### config.mk
export PLATFORM = sky130hd
export DESIGN_NAME = wb_regfile
export DESIGN_NICKNAME = d
export VERILOG_FILES = /design/src/rtl/y86_pkg.sv /design/src/rtl/regfile_2r2w.sv /design/src/rtl/wb_regfile.sv
export SDC_FILE = /design/constraint.sdc
export NUM_CORES = 2
export LEC_CHECK = 0
export CELL_PAD_IN_SITES_DETAIL_PLACEMENT = 2
export CELL_PAD_IN_SITES_GLOBAL_PLACEMENT = 2
export CORE_MARGIN = 5
export CORE_UTILIZATION = 30
export CTS_BUF_LIST = sky130_fd_sc_hd__clkbuf_4
export CTS_CLUSTER_DIAMETER = 120
export CTS_CLUSTER_SIZE = 25
export DETAILED_ROUTE_END_ITERATION = 7
export HOLD_SLACK_MARGIN = 0.06
export PLACE_DENSITY_LB_ADDON = 0.3
export SLEW_MARGIN = 20
export SYNTH_ARGS = -nofsm -noshare
export SYNTH_HDL_FRONTEND = slang
export SYNTH_SLANG_ARGS = --single-unit
### constraint.sdc
create_clock -name clk -period 2.15 [get_ports clk]
set_clock_uncertainty 0.15 [all_clocks]
set_input_delay 0.215 -clock clk [delete_from_list [all_inputs] [get_ports clk]]
set_output_delay 0.215 -clock clk [all_outputs]
set_load 0.02 [all_outputs]
### src/rtl/y86_pkg.sv
// Shared Y86-64 encodings: status codes, icodes and register indices used by
// the write-back stage and its register file.
package y86_pkg;

  typedef enum logic [2:0] {
    STAT_BUB = 3'd0,
    STAT_AOK = 3'd1,
    STAT_HLT = 3'd2,
    STAT_ADR = 3'd3,
    STAT_INS = 3'd4
  } stat_t;

  localparam logic [3:0] I_HALT   = 4'h0;
  localparam logic [3:0] I_NOP    = 4'h1;
  localparam logic [3:0] I_RRMOVQ = 4'h2;
  localparam logic [3:0] I_IRMOVQ = 4'h3;
  localparam logic [3:0] I_RMMOVQ = 4'h4;
  localparam logic [3:0] I_MRMOVQ = 4'h5;
  localparam logic [3:0] I_OPQ    = 4'h6;
  localparam logic [3:0] I_JXX    = 4'h7;
  localparam logic [3:0] I_CALL   = 4'h8;
  localparam logic [3:0] I_RET    = 4'h9;
  localparam logic [3:0] I_PUSHQ  = 4'hA;
  localparam logic [3:0] I_POPQ   = 4'hB;

  localparam logic [3:0] RRSP  = 4'h4;
  localparam logic [3:0] RNONE = 4'hF;

  // Any status that stops the machine once it reaches write-back.
  function automatic logic is_fault(input logic [2:0] s);
    return (s == STAT_HLT) || (s == STAT_ADR) || (s == STAT_INS);
  endfunction

endpackage

### src/rtl/regfile_2r2w.sv
// NREG x 64-bit program register file: two combinational read ports and two
// synchronous write ports, where port M beats port E on an address clash.
module regfile_2r2w
  import y86_pkg::*;
#(
  parameter int NREG = 15
) (
  input  logic        clk,
  input  logic        rst_n,
  input  logic        we_e_i,
  input  logic [3:0]  waddr_e_i,
  input  logic [63:0] wdata_e_i,
  input  logic        we_m_i,
  input  logic [3:0]  waddr_m_i,
  input  logic [63:0] wdata_m_i,
  input  logic [3:0]  raddr_a_i,
  input  logic [3:0]  raddr_b_i,
  output logic [63:0] rdata_a_o,
  output logic [63:0] rdata_b_o
);

  logic [63:0] regs_w [NREG];

  // Index 4'hF is outside 0..NREG-1, so it can never match an entry below.
  for (genvar gi = 0; gi < NREG; gi++) begin : g_reg
    logic [63:0] val_q;

    always_ff @(posedge clk) begin
      if (!rst_n) begin
        val_q <= '0;
      end else if (we_m_i && (waddr_m_i == 4'(gi))) begin
        val_q <= wdata_m_i;
      end else if (we_e_i && (waddr_e_i == 4'(gi))) begin
        val_q <= wdata_e_i;
      end
    end

    assign regs_w[gi] = val_q;
  end

  // No write-to-read bypass: decode forwarding handles same-cycle hazards.
  always_comb begin
    rdata_a_o = '0;
    rdata_b_o = '0;
    if (raddr_a_i != RNONE) rdata_a_o = regs_w[raddr_a_i];
    if (raddr_b_i != RNONE) rdata_b_o = regs_w[raddr_b_i];
  end

endmodule

### src/rtl/wb_regfile.sv
// Y86-64 write-back stage: W pipeline register, program register file,
// sticky halt flag and retired-instruction counter.
module wb_regfile
  import y86_pkg::*;
#(
  parameter int NREG      = 15,
  parameter int RET_CNT_W = 32
) (
  input  logic                 clk,
  input  logic                 rst_n,
  input  logic [2:0]           M_stat,
  input  logic [3:0]           M_icode,
  input  logic [3:0]           M_dstE,
  input  logic [63:0]          M_valE,
  input  logic [3:0]           M_dstM,
  input  logic [63:0]          m_valM,
  input  logic                 W_stall,
  input  logic                 W_bubble,
  input  logic [3:0]           d_srcA,
  input  logic [3:0]           d_srcB,
  output logic [63:0]          d_rvalA,
  output logic [63:0]          d_rvalB,
  output logic [2:0]           W_stat,
  output logic [3:0]           W_icode,
  output logic [3:0]           W_dstE,
  output logic [63:0]          W_valE,
  output logic [3:0]           W_dstM,
  output logic [63:0]          W_valM,
  output logic                 halted,
  output logic [RET_CNT_W-1:0] retired
);

  logic [2:0]           w_stat_q;
  logic [3:0]           w_icode_q;
  logic [3:0]           w_dste_q;
  logic [63:0]          w_vale_q;
  logic [3:0]           w_dstm_q;
  logic [63:0]          w_valm_q;
  logic                 halted_q;
  logic [RET_CNT_W-1:0] retired_q;

  logic wr_ok;
  logic we_e;
  logic we_m;

  // Stall wins over bubble, so both together hold the register.
  always_ff @(posedge clk) begin
    if (!rst_n) begin
      w_stat_q  <= STAT_BUB;
      w_icode_q <= I_NOP;
      w_dste_q  <= RNONE;
      w_vale_q  <= '0;
      w_dstm_q  <= RNONE;
      w_valm_q  <= '0;
    end else if (W_stall) begin
      w_stat_q  <= w_stat_q;
    end else if (W_bubble) begin
      w_stat_q  <= STAT_BUB;
      w_icode_q <= I_NOP;
      w_dste_q  <= RNONE;
      w_vale_q  <= '0;
      w_dstm_q  <= RNONE;
      w_valm_q  <= '0;
    end else begin
      w_stat_q  <= M_stat;
      w_icode_q <= M_icode;
      w_dste_q  <= M_dstE;
      w_vale_q  <= M_valE;
      w_dstm_q  <= M_dstM;
      w_valm_q  <= m_valM;
    end
  end

  always_ff @(posedge clk) begin
    if (!rst_n) begin
      halted_q  <= 1'b0;
      retired_q <= '0;
    end else begin
      if (is_fault(w_stat_q)) halted_q <= 1'b1;
      if (wr_ok && !W_stall) retired_q <= retired_q + RET_CNT_W'(1);
    end
  end

  assign wr_ok = !halted_q && (w_stat_q == STAT_AOK);
  assign we_e  = wr_ok && (w_dste_q != RNONE);
  assign we_m  = wr_ok && (w_dstm_q != RNONE);

  regfile_2r2w #(.NREG(NREG)) u_rf (
    .clk       (clk),
    .rst_n     (rst_n),
    .we_e_i    (we_e),
    .waddr_e_i (w_dste_q),
    .wdata_e_i (w_vale_q),
    .we_m_i    (we_m),
    .waddr_m_i (w_dstm_q),
    .wdata_m_i (w_valm_q),
    .raddr_a_i (d_srcA),
    .raddr_b_i (d_srcB),
    .rdata_a_o (d_rvalA),
    .rdata_b_o (d_rvalB)
  );

  assign W_stat  = w_stat_q;
  assign W_icode = w_icode_q;
  assign W_dstE  = w_dste_q;
  assign W_valE  = w_vale_q;
  assign W_dstM  = w_dstm_q;
  assign W_valM  = w_valm_q;
  assign halted  = halted_q;
  assign retired = retired_q;

endmodule

## Word-level counts from Yosys, hierarchy flattened

Index checks and enable logic that the tools add are counted.

| word-level totals | value |
|---|---|
| output and inout port bits | 304 |
| bits in latches | 0 |
| memories kept | 0 |
| memory bits (read-only) | 0 |
| input port bits | 155 |
| word-level logic and storage cells | 163 |
| flip-flop bits (word level) | 1,136 |
| bits in writable memories | 0 |

| operators by class | value |
|---|---|
| reductions and logical operators | 55 |
| magnitude comparators | 2 |
| bitwise logic cells | 2 |
| eq/ne operators | 36 |
| div/mod/pow operators | 0 |
| add/sub/neg operators | 1 |
| $mul | 0 |
| shift-type cells | 0 |
| muxes and demuxes | 44 |

Operators by type and width:

| operator | number |
|---|---|
| two-way mux 64 bit | 38 |
| binary-select mux 64 bit (select 4 bit) | 2 |
| equality test 4 bit, second input constant | 14 |
| logical AND 1 bit | 34 |
| adder 32 x 1 -> 32 bit, second input constant | 1 |
| equality test 4 x 3 -> 1 bit, second input constant | 8 |
| nonzero test 2 bit | 15 |
| equality test 4 x 2 -> 1 bit, second input constant | 4 |
| inequality test 4 bit, second input constant | 4 |
| two-way mux 4 bit | 3 |
| >= comparator 5 bit, second input constant | 2 |
| NOT 4 -> 5 bit | 2 |
| equality test 4 x 1 -> 1 bit, second input constant | 2 |
| zero test 4 bit | 2 |
| equality test 3 x 2 -> 1 bit, second input constant | 2 |
| equality test 3 x 1 -> 1 bit, second input constant | 1 |
| equality test 3 bit, second input constant | 1 |
| two-way mux 3 bit | 1 |
| zero test 1 bit | 2 |
| logical OR 1 bit | 2 |

## Longest topological paths before layout

| depth | value |
|---|---|
| depth in word-level cells | 6 |
| mapped depth | 8 |
| mapped depth without buffers | 5 |

## Cells and area by module

From an unflattened synthesis, not the netlist that was laid out.

| unflattened totals | value |
|---|---|
| cell total of the unflattened synthesis | 7,913 |
| area, all modules | 68,039.0 um2 |

Modules (own cells, without submodules):

| module | seq. area each (um2) | area an instance (um2) | instances | cells an instance |
|---|---|---|---|---|
| regfile_2r2w | 19,218.4 | 61,778.0 | 1 | 7,242 |
| wb_regfile | 3,523.4 | 6,261.0 | 1 | 671 |

## Least setup slack after synthesis

OpenSTA, ideal clock, no wires.

| timing path | value |
|---|---|
| kind | in2out |
| start point | in d_srcB[0] |
| end point | out d_rvalB[22] |
| path buffers | 2 |
| stages on the path | 5 |
| setup slack | -31 ps |
| data arrival time | 1,816 ps |
| path through | clkbuf_1 > clkbuf_1 > mux4_2 > a211oi_1 > a21oi_1 |

| between the ends | value |
|---|---|
| cells in the longest elaborated chain, start to end | 5 |
| elaborated cells on any way between the ends | 6 |
| classes of those cells | eq/ne: 1; mux: 4; bitwise: 1 |

RTL lines:

| what | RTL line | text |
|---|---|---|
| from (decl) | wb_regfile.sv:20 | `input logic [3:0] d_srcB,` |
| NOT 4 -> 5 bit (not written as such) | regfile_2r2w.sv:46 | `if (raddr_b_i != RNONE) rdata_b_o = regs_w[raddr_b_i];` |
| binary-select mux 64 bit (select 4 bit) | regfile_2r2w.sv:46 |  |
| two-way mux 64 bit (not written as such) (2 in a row) | regfile_2r2w.sv:46 |  |
| two-way mux 64 bit (*) | regfile_2r2w.sv:46 |  |
| to (decl) | wb_regfile.sv:22 | `output logic [63:0] d_rvalB,` |

Mark *: on every way between the ends. The rest lies on a longest branch, timed or not. The select of a mux whose other input is x is not followed.

## Worst setup path after layout

| timing path | value |
|---|---|
| start point | reg u_rf.g_reg[12].val_q[42] |
| end point | out d_rvalA[42] |

| between the ends | value |
|---|---|
| cells in the longest elaborated chain, start to end | 4 |

RTL lines:

| what | RTL line | text |
|---|---|---|
| from (decl) | regfile_2r2w.sv:26 | `logic [63:0] val_q;` |
| from (signal assigned) | regfile_2r2w.sv:32 | `val_q <= wdata_m_i;` |
| from (signal assigned) | regfile_2r2w.sv:34 | `val_q <= wdata_e_i;` |
| binary-select mux 64 bit (select 4 bit) | regfile_2r2w.sv:45 | `if (raddr_a_i != RNONE) rdata_a_o = regs_w[raddr_a_i];` |
| two-way mux 64 bit (not written as such) (2 in a row) | regfile_2r2w.sv:45 |  |
| two-way mux 64 bit | regfile_2r2w.sv:45 |  |
| to (decl) | wb_regfile.sv:21 | `output logic [63:0] d_rvalA,` |

No other way between the ends. The select of a mux whose other input is x is not followed.

==> impl_metrics.tcl <==
set metrics [dict create \
    final.period_utilization_pct 163 \
    rsz0062_at_grt "true" \
    vias 73915 \
    via_per_inst 6.42 \
    synth_ff_type "dfxtp_1" \
    start_util_pct 30.2 \
    tightest_slew_ns 0.732 \
    row_count 167 \
    port_buffers 458 \
    hold_viol_final 0 \
    clock_latency_ns 1.36 \
    status "finished, violations left" \
    drive_above_1_share_pct 32.6 \
    path_buf_inv 1 \
    cts_max_level 2 \
    numCtsBuffers 55 \
    fin_crit_ns 3.51 \
    crit_arrival_ns 3.15 \
    die_area_um2 218000 \
    worst_path_max_delay_cell "a21oi_2" \
    tns_ns -277.04 \
    antenna_left 0 \
    drv_slew 0 \
    placed_cells 10720 \
    die_h_um 467 \
    max_slew_margin_pct 51.1 \
    routed_wirelength_mm 409 \
    cts.reportedPaths.clkPinSlew_ns 0.32 \
    yosys.area.top_type "dfxtp_1" \
    ys_warn_count 0 \
    crit_family "compound AO/OA/AOI/OAI gates" \
    required_ns 1.78 \
    avgSynthCellArea_um2 8.24 \
    ys_types 55 \
    place_congestion 0.879 \
    p_leak_nw 30.8 \
    finalNonFillerCells 11507 \
    grt_max_degree 114 \
    drcViolationCount 0 \
    grt_overflow 0 \
    cts_buffer_depth 3 \
    root_buffer "clkbuf_4" \
    num-fill-cells 21849 \
    grt_pass1_wl_mm 537 \
    cp-end-kind "output pin" \
    crit_fanout 2 \
    syn_area_um2 62700 \
    cts_tree "built" \
    worst_slack_ns -1.36 \
    wl_per_cell_um 35.6 \
    violations "negative setup slack" \
    ys_seq_elements 1136 \
    core_area_um2 207000 \
    synth_edf_count 0 \
    setup_violations 1290 \
    cp_cell_sequence "mux2i_1, o2bb2ai_1, mux2i_1, a21oi_2, buf_6" \
    holdCritPathClass "input pin to flop" \
    timing.fmax_ghz 0.285 \
    grt_use_total_pct 32.5 \
    start_kind "flop" \
    seq_area_frac_synth_pct 36.3 \
    dp_hpwl_mm 228 \
    drt_pre_antenna_iters 6 \
    die-width_um 467 \
    timing.hold.ws_ns 0.313 \
    worst-setup-path-type "flop to output pin" \
    area_growth_pct 44.2 \
    cp_common_cell "mux2i_1" \
    pin_count 459 \
    drt_iter0_markers 7262 \
    synthDominantCellAreaShare_pct 36.3 \
    fin_area_um2 90400 \
    async_flop_share_pct 0 \
    slowest_delay_ns 0.54 \
    synth_fp_nets 7757 \
    syn_inst 7601 \
    vdd_drop_max_mv 0.431 \
    antenna_found_initial 28 \
    ys_top_cells_by_area "dfxtp_1 (36%), mux4_2 (14%), nand2_1 (12%)" \
    grt_pass1_vias 77897 \
    cap_viol_max_count 0 \
    powerDensity_nw_per_um2 423 \
    dpl-instance-area_um2 76900 \
    fin_nets 8843 \
    numClockSinks 1136 \
]
Yosys cell counts (3+ instances only):
library cell / n
mux4_2: 384
and3_1: 8
buf_4: 12
a21oi_4: 3
o31ai_1: 9
or4bb_1: 4
mux2i_1: 283
or4b_1: 3
a21oi_1: 164
nand3_1: 25
o22ai_1: 9
and2_1: 14
nand2b_1: 9
buf_1: 47
a22oi_1: 133
nand4_1: 9
or3_1: 6
o2bb2ai_1: 128
o21ai_0: 937
buf_2: 173
xor2_1: 4
a31oi_1: 940
or4_1: 10
nor2_1: 148
inv_1: 5
nor4_1: 11
a211oi_1: 128
buf_6: 9
and4bb_2: 6
o21ai_1: 28
nor2b_1: 133
clkbuf_1: 728
xnor2_1: 5
nand2_1: 1921
dfxtp_1: 1136
state kept, by name (all words and copies together) (netlist names):
signal / flops
W_valE: 64
W_stat: 3
retired: 32
W_dstM: 4
W_dstE: 4
u_rf.g.val_q: 960
halted: 1
W_icode: 4
W_valM: 64
power breakdown:
part	total [mW]	internal [mW]	switching [mW]	leakage [nW]
registers	21.4	21.3	0.133	9.34
logic	6.94	2.97	3.98	21.1
clock network	9.87	1.67	8.20	0.362
metal layers:
| metal | share of wire, % | wire, µm | track usage [%] |
|---|---|---|---|
| met5 | 0.018 | 73 | 0 |
| met4 | 7.3 | 29700 | 16.4 |
| met3 | 8.5 | 34800 | 4.98 |
| met2 | 46 | 189000 | 55.1 |
| met1 | 38 | 156000 | 40.2 |
area by class of cell:
type | instances | area, µm² | area share [%]
multi-input combinational | 5491 | 39700 | 43.9
sequential | 1136 | 23300 | 25.8
timing repair buffer | 1996 | 23200 | 25.7
tap | 2788 | 3490 | 3.86
clock buffer | 61 | 458 | 0.507
clock inverter | 12 | 178 | 0.197
antenna | 16 | 40.0 | 0.0443
inverter | 7 | 31.3 | 0.0346
through the flow:
step	worst slack, ns	total power, mW	utilization [%]
after global routing	-1.38	39.1	43.5
after detailed placement	-0.818	27.3	37.1
after global placement	-0.875	27.2	37.1
after CTS	-1.29	37.7	41.4
final	-1.36	38.2	43.5
after floorplan	-0.00294	24.4	-
repair_timing:
action,4_1_cts,5_1_grt
cloned,24,54
buffers inserted,141,106
hold buffers,427,0
resized for setup,2499,649
pin swaps,122,74
endpoints found under the setup margin,880,1358
endpoints found under the hold margin,1136,0
placed cells by master (no fill, tap or decap), types with 66 or more instances in the layout:
| cell type | Yosys | layout |
|---|---|---|
| buf_12 | 0 | 311 |
| nor2b_4 | 0 | 100 |
| nor2_1 | 148 | 147 |
| mux4_2 | 384 | 384 |
| o2bb2ai_1 | 128 | 124 |
| o21ai_0 | 937 | 822 |
| dfxtp_1 | 1136 | 773 |
| nand2_1 | 1921 | 1878 |
| clkdlybuf4s50_1 | 0 | 144 |
| a21oi_1 | 164 | 66 |
| a211oi_2 | 0 | 114 |
| a22oi_1 | 133 | 133 |
| dfxtp_2 | 0 | 324 |
| buf_6 | 9 | 339 |
| a31oi_1 | 940 | 902 |
| o21ai_2 | 0 | 80 |
| a21oi_2 | 0 | 85 |
| mux2i_1 | 283 | 253 |
| dlygate4sd3_1 | 0 | 426 |
| buf_4 | 12 | 676 |
worst register-to-register path: cells and delay by family (launching register included):
family | cells | cell delay [ns]
and+or+nand+nor | 2 | 0.28
buffers and inverters | 7 | 1.03
DFF | 1 | 0.41
AOI/OAI and AO/OA | 2 | 0.54
cell families after synthesis:
| kind of cell | share of synthesized area [%] |
|---|---|
| AO/OA/AOI/OAI | 23.7 |
| XOR/XNOR | 0.126 |
| adder cells (fa/ha/maj) | 0.0200 |
| buffers and inverters | 6.39 |
| flip-flops | 36.3 |
| multiplexers | 18.3 |
| AND/OR/NAND/NOR | 15.2 |
final timing paths:
check | from | endpoint | slack (ns) | cells past startpoint
min reg2reg | u_rf.g_reg[7].val_q[20] | u_rf.g_reg[7].val_q[20] | 0.35 | 2
min | W_bubble | W_dstE[0] | 0.31 | 5
max | u_rf.g_reg[12].val_q[42] | d_rvalA[42] | -1.36 | 5
max reg2reg | halted | u_rf.g_reg[9].val_q[39] | -0.33 | 11
Power figures use the tool's default switching activity.
